<file path="config.mk">
export PLATFORM = sky130hd
export DESIGN_NAME = fifo_rd_stream_flat
export DESIGN_NICKNAME = d
export VERILOG_FILES = /design/src/rtl/fifo_rd_stream_if.sv /design/src/rtl/fifo_rd_stream.sv /design/src/flat_wrapper.sv
export SDC_FILE = /design/constraint.sdc
export NUM_CORES = 1
export LEC_CHECK = 0
export ABC_AREA = 1
export ABC_CLOCK_PERIOD_IN_PS = 4000
export BUFFER_PORTS_ARGS = -buffer_cell sky130_fd_sc_hd__buf_2
export CAP_MARGIN = 40
export CORE_MARGIN = 5
export CORE_UTILIZATION = 35
export CTS_CLUSTER_SIZE = 28
export DETAILED_ROUTE_END_ITERATION = 16
export SETUP_SLACK_MARGIN = 0.3
export SLEW_MARGIN = 20
export SYNTH_ARGS = -nofsm -noshare
export SYNTH_HDL_FRONTEND = slang
export SYNTH_SLANG_ARGS = --single-unit
</file>
<file path="constraint.sdc">
create_clock -name clk -period 4 [get_ports clk]
set_clock_uncertainty 0.15 [all_clocks]
set_input_delay 0 -clock clk [delete_from_list [all_inputs] [get_ports clk]]
set_output_delay 0 -clock clk [all_outputs]
set_load 0.02 [all_outputs]
</file>
<file path="src/rtl/fifo_rd_stream_if.sv">
// Read-side bundle for fifo_rd_stream: simple_fifo pop port plus the downstream valid/ready stream.
// master = the read engine, slave = the FIFO and consumer it connects to.
interface fifo_rd_stream_if #(
  parameter int DATA_WIDTH = 8
);
  logic                  fifo_empty;
  logic                  fifo_rden;
  logic [DATA_WIDTH-1:0] fifo_rddata;
  logic                  fifo_data_valid;
  logic                  m_valid;
  logic [DATA_WIDTH-1:0] m_data;
  logic                  m_ready;

  modport master (
    input  fifo_empty, fifo_rddata, fifo_data_valid, m_ready,
    output fifo_rden, m_valid, m_data
  );

  modport slave (
    output fifo_empty, fifo_rddata, fifo_data_valid, m_ready,
    input  fifo_rden, m_valid, m_data
  );
endinterface

</file>
<file path="src/rtl/fifo_rd_stream.sv">
// Read engine for simple_fifo: credit-based prefetch into a small circular buffer, valid/ready output, flush drain.
// Optional FIFO_RD_STATS_EN adds saturating word_cnt / stall_cnt outputs.
//
//   state    | meaning
//   ST_RUN   | prefetch with credit check, buffer words, stream them out
//   ST_FLUSH | pop FIFO unconditionally, discard every returned word, wait for empty and no reads in flight
module fifo_rd_stream #(
  parameter int DATA_WIDTH = 8,
  parameter int RD_LATENCY = 1   // legal range 1..3
) (
  input  logic                    clk,
  input  logic                    rst,
  fifo_rd_stream_if.master        bus,
  input  logic                    flush,
  output logic                    flush_done,
  output logic                    protocol_err
`ifdef FIFO_RD_STATS_EN
  ,
  output logic [31:0]             word_cnt,
  output logic [31:0]             stall_cnt
`endif
);

  localparam int BUF_DEPTH = RD_LATENCY + 1;
  localparam int PTR_W     = (BUF_DEPTH > 1) ? $clog2(BUF_DEPTH) : 1;
  localparam int CNT_W     = $clog2(BUF_DEPTH + 1);

  typedef enum logic [0:0] {
    ST_RUN   = 1'b0,
    ST_FLUSH = 1'b1
  } state_t;

  state_t                state_q, state_d;
  logic [DATA_WIDTH-1:0] buf_mem [BUF_DEPTH];
  logic [PTR_W-1:0]      wr_ptr, rd_ptr;
  logic [CNT_W-1:0]      buf_count, inflight;
  logic [CNT_W:0]        credit_used;
  logic                  m_valid_c, pop_now, dv_ok, rden, flush_exit, flush_enter;

  function automatic logic [PTR_W-1:0] ptr_inc(input logic [PTR_W-1:0] p);
    return (p == PTR_W'(BUF_DEPTH - 1)) ? '0 : p + PTR_W'(1);
  endfunction

  assign m_valid_c   = (state_q == ST_RUN) && (buf_count != '0);
  assign pop_now     = m_valid_c && bus.m_ready;
  // A returned word only counts against a read we actually issued.
  assign dv_ok       = bus.fifo_data_valid && (inflight != '0);
  assign flush_enter = (state_q == ST_RUN) && flush;
  assign credit_used = {1'b0, buf_count} + {1'b0, inflight} - (CNT_W+1)'(pop_now);

  assign bus.fifo_rden = rden;
  assign bus.m_valid   = m_valid_c;
  assign bus.m_data    = buf_mem[rd_ptr];

  always_ff @(posedge clk or posedge rst) begin
    if (rst) begin
      state_q <= ST_RUN;
    end else begin
      state_q <= state_d;
    end
  end

  always_comb begin
    state_d    = state_q;
    rden       = 1'b0;
    flush_exit = 1'b0;
    case (state_q)
      ST_RUN: begin
        rden = !bus.fifo_empty && (credit_used < (CNT_W+1)'(BUF_DEPTH));
        if (flush) begin
          state_d = ST_FLUSH;
        end
      end
      ST_FLUSH: begin
        rden = !bus.fifo_empty;
        if (bus.fifo_empty && (inflight == '0)) begin
          flush_exit = 1'b1;
          state_d    = ST_RUN;
        end
      end
      default: state_d = ST_RUN;
    endcase
  end

  always_ff @(posedge clk or posedge rst) begin
    if (rst) begin
      wr_ptr       <= '0;
      rd_ptr       <= '0;
      buf_count    <= '0;
      inflight     <= '0;
      flush_done   <= 1'b0;
      protocol_err <= 1'b0;
      for (int i = 0; i < BUF_DEPTH; i++) begin
        buf_mem[i] <= '0;
      end
    end else begin
      flush_done <= flush_exit;
      inflight   <= inflight + CNT_W'(rden) - CNT_W'(dv_ok);
      if (bus.fifo_data_valid && (inflight == '0)) begin
        protocol_err <= 1'b1;
      end
      // Entering flush throws away the buffer, including a word landing this cycle.
      if (flush_enter) begin
        wr_ptr    <= '0;
        rd_ptr    <= '0;
        buf_count <= '0;
      end else if (state_q == ST_RUN) begin
        if (dv_ok) begin
          buf_mem[wr_ptr] <= bus.fifo_rddata;
          wr_ptr          <= ptr_inc(wr_ptr);
        end
        if (pop_now) begin
          rd_ptr <= ptr_inc(rd_ptr);
        end
        buf_count <= buf_count + CNT_W'(dv_ok) - CNT_W'(pop_now);
      end
    end
  end

`ifdef FIFO_RD_STATS_EN
  always_ff @(posedge clk or posedge rst) begin
    if (rst) begin
      word_cnt  <= '0;
      stall_cnt <= '0;
    end else begin
      if (pop_now && (word_cnt != '1)) begin
        word_cnt <= word_cnt + 32'd1;
      end
      if (m_valid_c && !bus.m_ready && (stall_cnt != '1)) begin
        stall_cnt <= stall_cnt + 32'd1;
      end
    end
  end
`endif

endmodule
</file>
<file path="src/flat_wrapper.sv">
// flat-port wrapper written by rule: the top's interface ports become plain ports
module fifo_rd_stream_flat 
#(
  parameter int DATA_WIDTH = 8,
  parameter int RD_LATENCY = 1                      
)
  (clk, rst, flush, flush_done, protocol_err, bus_fifo_empty, bus_fifo_rddata, bus_fifo_data_valid, bus_m_ready, bus_fifo_rden, bus_m_valid, bus_m_data);
  fifo_rd_stream_if #(.DATA_WIDTH(DATA_WIDTH)) bus_i ();
  input  logic clk;
  input  logic rst;
  input  logic flush;
  output logic flush_done;
  output logic protocol_err;
  input wire logic [$bits(bus_i.fifo_empty)-1:0] bus_fifo_empty;
  input wire logic [$bits(bus_i.fifo_rddata)-1:0] bus_fifo_rddata;
  input wire logic [$bits(bus_i.fifo_data_valid)-1:0] bus_fifo_data_valid;
  input wire logic [$bits(bus_i.m_ready)-1:0] bus_m_ready;
  output wire logic [$bits(bus_i.fifo_rden)-1:0] bus_fifo_rden;
  output wire logic [$bits(bus_i.m_valid)-1:0] bus_m_valid;
  output wire logic [$bits(bus_i.m_data)-1:0] bus_m_data;
  assign bus_i.fifo_empty = bus_fifo_empty;
  assign bus_i.fifo_rddata = bus_fifo_rddata;
  assign bus_i.fifo_data_valid = bus_fifo_data_valid;
  assign bus_i.m_ready = bus_m_ready;
  assign bus_fifo_rden = bus_i.fifo_rden;
  assign bus_m_valid = bus_i.m_valid;
  assign bus_m_data = bus_i.m_data;
  fifo_rd_stream #(.DATA_WIDTH(DATA_WIDTH), .RD_LATENCY(RD_LATENCY)) u_core (.clk(clk), .rst(rst), .bus(bus_i), .flush(flush), .flush_done(flush_done), .protocol_err(protocol_err));
endmodule
</file>
* Yosys cells after proc, flatten, opt, wreduce, memory -nomap -nowiden
Index checks and enable logic that the tools add are counted.
** Operators by class
- Bitwise operators :: 4
- $add $sub $neg :: 8
- Mux-type cells :: 22
- Magnitude comparators :: 4
- Reductions and logical operators :: 17
- Equality and inequality tests :: 1
** Operators with widths (count)
- $mux 8 :: 4
- $bwmux 16 :: 1
- $mux 1 :: 12
- $demux 8 s1 :: 1
- $logic_and 1x1->1 :: 8
- $reduce_bool 2->1 :: 4
- $add 2x1->2 :: 2
- $ge 2x2->1 const B :: 2
- $mux 2 :: 2
- $not 1->2 :: 2
- $pmux 1 s2 :: 2
- $reduce_and 2->1 :: 2
- $sub 2x1->2 :: 2
- $add 2x2->3 :: 1
- $lt 3x2->1 const B :: 1
- $reduce_and 3->1 :: 1
- $sub 3x1->3 :: 1
- $add 1x1->1 const B :: 2
- $logic_not 2->1 :: 1
- $lt 2x1->1 const B :: 1
- $ne 2x2->1 const B :: 1
- $not 1->1 :: 2
- $logic_not 1->1 :: 1
** Storage, ports and cells
- Logic and storage cells :: 65
- Flip-flop bits (word level) :: 25
- Bits of input ports :: 14
- Output and inout bits :: 12

* Longest topological paths before layout
Gate-level depths: netlist of run 1.
- Word-level depth :: 9
- Gate-level depth with buffers :: 16
- Mapped depth without buffers :: 16

* Worst setup path before layout of run 1
Ideal clock, no wire load.
- Path kind :: register to register
- From :: register u_core.state_q
- To :: register u_core.inflight[1]
- Period minus slack after synthesis :: 2.503 ns
- Arrival time :: 2.231 ns
- Data required time :: 3.727 ns
- Setup time :: 0.123 ns
- Path slack :: 1.497 ns
- Cell stages (with the launch flop) :: 15
- Path buffers :: 0
- Cell sequence :: dfrtp_1 -> inv_2 -> nand3_1 -> inv_1 -> ha_1 -> inv_1 -> nand2_1 -> fa_1 -> nand3_1 -> nand2_1 -> nand2_1 -> ha_1 -> inv_1 -> ha_1 -> xnor2_1
** Between the ends
- Cells in the longest elaborated chain, start to end :: 9
** Ends and longest elaborated chain
- from (decl) :: line fifo_rd_stream.sv:33 : state_t state_q, state_d;
- from (signal assigned) :: line fifo_rd_stream.sv:59 : state_q <= state_d;
- $not 1->1 (no line)
- $logic_and 1x1->1 :: line fifo_rd_stream.sv:44 : assign m_valid_c = (state_q == ST_RUN) && (buf_count != '0);
- $logic_and 1x1->1 :: line fifo_rd_stream.sv:45 : assign pop_now = m_valid_c && bus.m_ready;
- $sub 3x1->3 :: line fifo_rd_stream.sv:49 : assign credit_used = {1'b0, buf_count} + {1'b0, inflight} - (CNT_W+1)'(pop_now);
- $lt 3x2->1 :: line fifo_rd_stream.sv:69 : rden = !bus.fifo_empty && (credit_used < (CNT_W+1)'(BUF_DEPTH));
- $logic_and 1x1->1 :: line fifo_rd_stream.sv:69
- $pmux 1 s2 (*) :: line fifo_rd_stream.sv:67 : case (state_q)
- $add 2x1->2 (*) :: line fifo_rd_stream.sv:98 : inflight <= inflight + CNT_W'(rden) - CNT_W'(dv_ok);
- $sub 2x1->2 (*) :: line fifo_rd_stream.sv:98
- to (signal assigned) :: line fifo_rd_stream.sv:98
- to (decl) :: line fifo_rd_stream.sv:36 : logic [CNT_W-1:0] buf_count, inflight;
Every way passes the cells marked *; elsewhere a longest branch is shown, timed or not.
A chain may end at the register's enable or synchronous reset.

* Worst setup path in the final report of run 1
Ends and elaborated chain as after synthesis.

==> impl_metrics.ini, run 1 <==
[timing]
rsz0062_at_grt = no
tightest_slew_ns = 0.5179
tns_ns = 0
drv_slew = 0
fin_crit_sh_pct = 67.06
maxSlewHeadroom_pct = 65.39
final.setup.worst_slack_ns = 1.318
finalHoldViolCount = 0
setup_viol = 0
max_freq_mhz = 372.8
fin_crit_ns = 2.682

[synth]
synth_area_leaders = dfrtp_1, nand2_1, nand4_1
synth_warnings = 0
synth-seq-area-share_pct = 46.04
yosysTopAreaCell = dfrtp_1
synth_area_um2 = 1359
syn-instance-count = 162
yosysTopAreaCellShare_pct = 46.04
netlist-cell-type-count = 26
ys_seq_elements = 25
syn-num-nets = 182
avgSynthCellArea_um2 = 8.388

[cts]
numCtsBuffers = 3
clkTransAtPathRegs_ns = 0.09
ctsResizeCount = 0
root_buffer = clkbuf_8
cts_hold_buf = 13
clkLatencyLatePin_ns = 0.26
clock-sinks = 25
htree_levels = 1
cts_tree = done
post_cts_buffers = 0
clock_path_buffers = 2

[routing]
firstDrtPassIters = 4
wl_met2_mm = 1.426
routed_wl_mm = 2.988
drt-initial-drc-count = 93
highest_layer = met4
detail-route-antenna-nets = 0
vias = 1163
route.detailed.drc = 0
post_drt_wl_per_cell_um = 12.05
viasPerCell = 4.690
met3WireLength_um = 103
wl_met1_mm = 1.430

[finish]
nets = 221
area_delta_synth_final_pct = 23.57
drive_above_1_share_pct = 20.00
diodes = 0
utilization_pct = 45.19

[grt]
antenna_found_initial = 0
grt_usage_pct = 12.23
grt-ovfl-total = 0
grt_pass1_wl_mm = 5.057
grt_pass1_vias = 1111
grt_max_degree = 22

[placed_design]
port_buffers = 25
place_ws_ns = 1.317
hpwl_mm = 2.072
place_congestion = 0.7613

[setup_path]
crit_required_ns = 4.01
start_kind = flip-flop
end_kind = flip-flop
cp.arrival_ns = 2.69
cp_max_fo = 9
crit_type = flip-flop to flip-flop

[floorplan]
start_util_pct = 36.57
ioPinCount = 26
core_area_um2 = 3716
fp.dieW_um = 72.31
die_h_um = 72.31
die_area_um2 = 5229
placement_rows = 22

[run_status]
status = complete, no violations

[worst_hold_path]
hp-class = primary input to asynchronous set/reset pin

[pwr]
p_per_area_nw_per_um2 = 650.2
power.total_mw = 1.092
cellLeakagePower_nw = 0.8970
ir_worst_vdd_v = 0.0002195

[job]
drv_cap = 0
metrics by stage:
| step | instance area [um^2] | hold slack, ns | cells |
|---|---|---|---|
| 2_1_floorplan | 1359 | -0.1227 | 162 |
| 3_3_place_gp | 1474 | 0.08368 | 229 |
| 3_5_place_dp | 1489 | -0.09919 | 230 |
| 4_1_cts | 1668 | 0.1558 | 247 |
| 5_1_grt | 1679 | 0.1954 | 248 |
| 6_report | 1679 | 0.1390 | 248 |
routing by layer:
metal / vias to the layer above / GRT usage (%)
met5: - / 0
met4: 0 / 4.384
met3: 2 / 1.662
met2: 17 / 21.33
met1: 539 / 15.36
li1: 605 / -
where the power goes:
group	switching, mW	internal, mW
logic	0.312	0.185
clock network	0.0818	0.0705
registers	0.0899	0.352
critical path: stages (launching register included):
cell and delay, ns:
dfrtp_1 0.44, inv_2 0.16, nand3_1 0.12, inv_1 0.07, ha_1 0.22, inv_1 0.07
nand2_1 0.06, fa_1 0.48, nand3_1 0.09, nand2_1 0.07, nand2_1 0.05, ha_1 0.27
inv_1 0.04, ha_1 0.18, xnor2_1 0.12
state kept, by name, summed over array words and instances, names as in the netlist:
signal	count
u_core.buf_mem	16
u_core.buf_count	2
u_core.inflight	2
u_core.flush_done	1
u_core.protocol_err	1
u_core.rd_ptr	1
u_core.state_q	1
u_core.wr_ptr	1
cells by family after synthesis:
logic type                 Yosys count  share of synthesized area (%)
adders and majority gates            6                          6.077
xor gates and xnor gates             2                          1.289
AOI/OAI and AO/OA                    4                          1.749
buffers and inverters               20                          9.392
and+or+nand+nor                    105                          35.45
DFF                                 25                          46.04
Yosys cell counts:
library cell   n
nand3_2        1
inv_2          3
buf_6          2
fa_1           1
a21oi_1        1
nand3_1        4
buf_2          1
nand4_1       18
buf_12         1
a31oi_1        1
buf_4          1
buf_8          1
dfrtp_1       25
nor2_1         6
inv_1         10
nor2_2         2
or2_0          1
nand2_1       70
xnor2_1        2
nor4_1         1
ha_1           5
nand3_4        1
nor2_4         1
a21o_1         1
o21ai_1        1
clkinv_4       1
cells in the final DEF (no fill, tap or decap), drive strengths merged:
master       count
a21o             1
a21oi            1
a31oi            1
buf             27
clkbuf           3
clkinv           1
clkinvlp         1
dfrtp           25
dlygate4sd3     13
fa               1
ha               5
inv             13
nand2           70
nand3            6
nand4           18
nor2             9
nor4             1
o21ai            1
or2              1
xnor2            2
worst paths after layout:
check	cells past startpoint	slack (ns)	end	start
setup / recovery	14	1.32	u_core.inflight[1]	u_core.state_q
hold / removal	3	0.14	u_core.buf_count[1]	rst
setup reg to reg	14	1.32	u_core.inflight[1]	u_core.state_q
hold reg to reg	1	0.31	u_core.protocol_err	u_core.protocol_err
max in group asynchronous	4	3.09	u_core.buf_count[0]	rst
min in group clk	1	0.31	u_core.protocol_err	u_core.protocol_err
final cells by class:
type                       instances  area [um^2]
sequential                        25        625.6
multi-input combinational        117        605.6
timing repair buffer              40        281.5
inverter                          14        57.56
clock buffer                       3        41.29
clock inverter                     1        7.507
fill                             386         2037
tap                               48        60.06
Note: power is estimated with default switching activity, not from simulation.
==> run 2: changes to the inputs <==
--- a/config.mk
+++ b/config.mk
@@ -5,8 +5,8 @@
 export SDC_FILE = /design/constraint.sdc
 export NUM_CORES = 1
 export LEC_CHECK = 0
-export ABC_AREA = 1
-export ABC_CLOCK_PERIOD_IN_PS = 4000
+export ABC_AREA = 0
+export ABC_CLOCK_PERIOD_IN_PS = 2500
 export BUFFER_PORTS_ARGS = -buffer_cell sky130_fd_sc_hd__buf_2
 export CAP_MARGIN = 40
 export CORE_MARGIN = 5
==> constraint.sdc (replaced) <==
create_clock -name clk -period 2.5 [get_ports clk]
set_clock_uncertainty 0.15 [all_clocks]
set_input_delay 0 -clock clk [delete_from_list [all_inputs] [get_ports clk]]
set_output_delay 0 -clock clk [all_outputs]
set_load 0.02 [all_outputs]
==> impl_metrics.ini, run 2 <==
[routing]
drt-initial-drc-count = 28
post_drt_wl_per_cell_um = 13.91
route.detailed.drc = 0
vias = 893
firstDrtPassIters = 2
detail-route-antenna-nets = 0
routed_wl_mm = 2.698
viasPerCell = 4.603

[grt]
grt_pass1_wl_mm = 4.623
grt-ovfl-total = 0
grt_max_degree = 16
grt_usage_pct = 11.92
grt_pass1_vias = 1012
antenna_found_initial = 0

[finish]
drive_above_1_share_pct = 57.43
reg_top3 = u_core.buf_mem x16, u_core.buf_count x2, u_core.inflight x2
nets = 169
area_delta_synth_final_pct = 44.43
layout_common_cells = dfrtp_1, buf_2, mux2_2
diodes = 0
fin_cells = 194
top_register = u_core.buf_mem
final_common_cell = dfrtp_1
final_area_um2 = 1818
largest_reg_flops = 16
utilization_pct = 53.22

[placed_design]
place_congestion = 0.7310
dpl.cell_count = 172
hpwl_mm = 1.834
placed_cell_area_um2 = 1558
port_buffers = 25

[synth]
syn-instance-count = 94
yosysTopAreaCell = dfrtp_1
synth_top_cells_by_count = dfrtp_1, mux2_2, inv_1
netlist-cell-type-count = 26
synth_edf_count = 0
yosysTopAreaCellShare_pct = 49.70
synth-seq-area-share_pct = 49.70
ys_seq_elements = 25
async_flop_share_pct = 100.0
synth_warnings = 0
avgSynthCellArea_um2 = 13.39
post-synth-top-count-cell = dfrtp_1
ys.flop_type = dfrtp_1
synth_area_leaders = dfrtp_1, mux2_2, ha_1
synth_area_um2 = 1259
syn-num-nets = 114

[timing]
setup_viol = 2
fin_crit_sh_pct = 115.3
fin_crit_ns = 2.884
maxSlewHeadroom_pct = 66.30
max_freq_mhz = 346.8
drv_slew = 0
tightest_slew_ns = 0.5055
rsz0062_at_grt = yes
finalHoldViolCount = 0
whs_ns = 0.05099
final.setup.worst_slack_ns = -0.3837

[setup_path]
start_kind = flip-flop
cp.arrival_ns = 2.96
crit_required_ns = 2.58
end_kind = flip-flop
cp_max_fo = 2
crit_type = flip-flop to flip-flop

[pwr]
cellLeakagePower_nw = 0.8636
ir_worst_vdd_v = 0.0004105
p_per_area_nw_per_um2 = 1151

[cts]
root_buffer = clkbuf_4
clock-sinks = 25
clkTransAtPathRegs_ns = 0.15
htree_levels = 1
cts_tree = done
clkLatencyLatePin_ns = 0.34
numCtsBuffers = 3
clock_path_buffers = 2

[floorplan]
die_h_um = 69.97
placement_rows = 21
core_area_um2 = 3416
die_area_um2 = 4896
fp.dieW_um = 69.97
start_util_pct = 36.85
ioPinCount = 26

[run_status]
violations = negative setup slack
status = finished, violations left

[job]
drv_cap = 0

[worst_hold_path]
hp-class = primary input to asynchronous set/reset pin
run 2: through the flow:
stage	TNS, ns	setup slack [ns]	power (mW)
6_report	-0.5744	-0.3837	2.092
5_1_grt	-0.7985	-0.4713	2.245
4_1_cts	-0.5616	-0.3698	2.034
3_5_place_dp	-0.6357	-0.4061	1.716
3_3_place_gp	-0.5037	-0.3380	1.670
2_1_floorplan	-0.7917	-0.4857	1.427
run 2: layer usage:
layer / wire length [um] / GRT usage, %
met5: 0 / 0
met1: 1173 / 14.47
met2: 1372 / 20.04
met3: 98 / 2.439
met4: 54 / 5.745
run 2: critical path: stages, from the launching register on:
cell and delay, ns:
dfrtp_1 0.44, o21ba_4 0.20, and2_4 0.14, ha_4 0.20, inv_2 0.06, nand2_2 0.06, fa_2 0.54, a21oi_2 0.06
or2_4 0.23, ha_4 0.27, inv_4 0.03, ha_4 0.15, xnor2_2 0.12, xnor2_1 0.12
run 2: worst paths after layout:
path / start / endpoint / slack, ns / cells past startpoint
setup / recovery: u_core.buf_count[1] / u_core.inflight[1] / -0.38 / 13
hold / removal: rst / u_core.buf_mem[14] / 0.05 / 3
setup reg to reg: u_core.buf_count[1] / u_core.inflight[1] / -0.38 / 13
hold reg to reg: u_core.protocol_err / u_core.protocol_err / 0.32 / 1
max in group asynchronous: rst / u_core.rd_ptr / 1.69 / 4
min in group clk: bus_m_ready / u_core.buf_count[1] / 0.24 / 7
run 2: area by class of cell:
cell class                 instances  area (um^2)
tap                               46        57.56
fill                             307         1598
multi-input combinational         60        683.2
timing repair buffer              52        392.9
sequential                        25        625.6
clock buffer                       3        22.52
clock inverter                     1        7.507
inverter                           7        28.78
run 2: what timing repair did:
| item | CTS | global route |
|---|---|---|
| pin swaps | 3 | 3 |
| hold endpoints to repair | 49 | 0 |
| setup buffers | 2 | 2 |
| cloned | 0 | 0 |
| hold buffers | 14 | 0 |
| gates resized for setup | 5 | 7 |
| setup endpoints to repair | 3 | 4 |
run 2: kinds of logic after synthesis:
kind of cell | after synthesis | share of synthesized area, %
compound gates | 8 | 5.169
xor+xnor | 4 | 2.784
fa+ha+maj | 6 | 6.561
buf+inv | 9 | 3.380
flops | 25 | 49.70
mux | 24 | 22.07
simple gates | 18 | 10.34
run 2: report_power, final:
part / total [mW] / switching [mW] / leakage, nW / internal, mW
clock network: 0.195 / 0.134 / 0.0139 / 0.0614
registers: 0.714 / 0.134 / 0.307 / 0.580
logic: 1.18 / 0.533 / 0.543 / 0.650
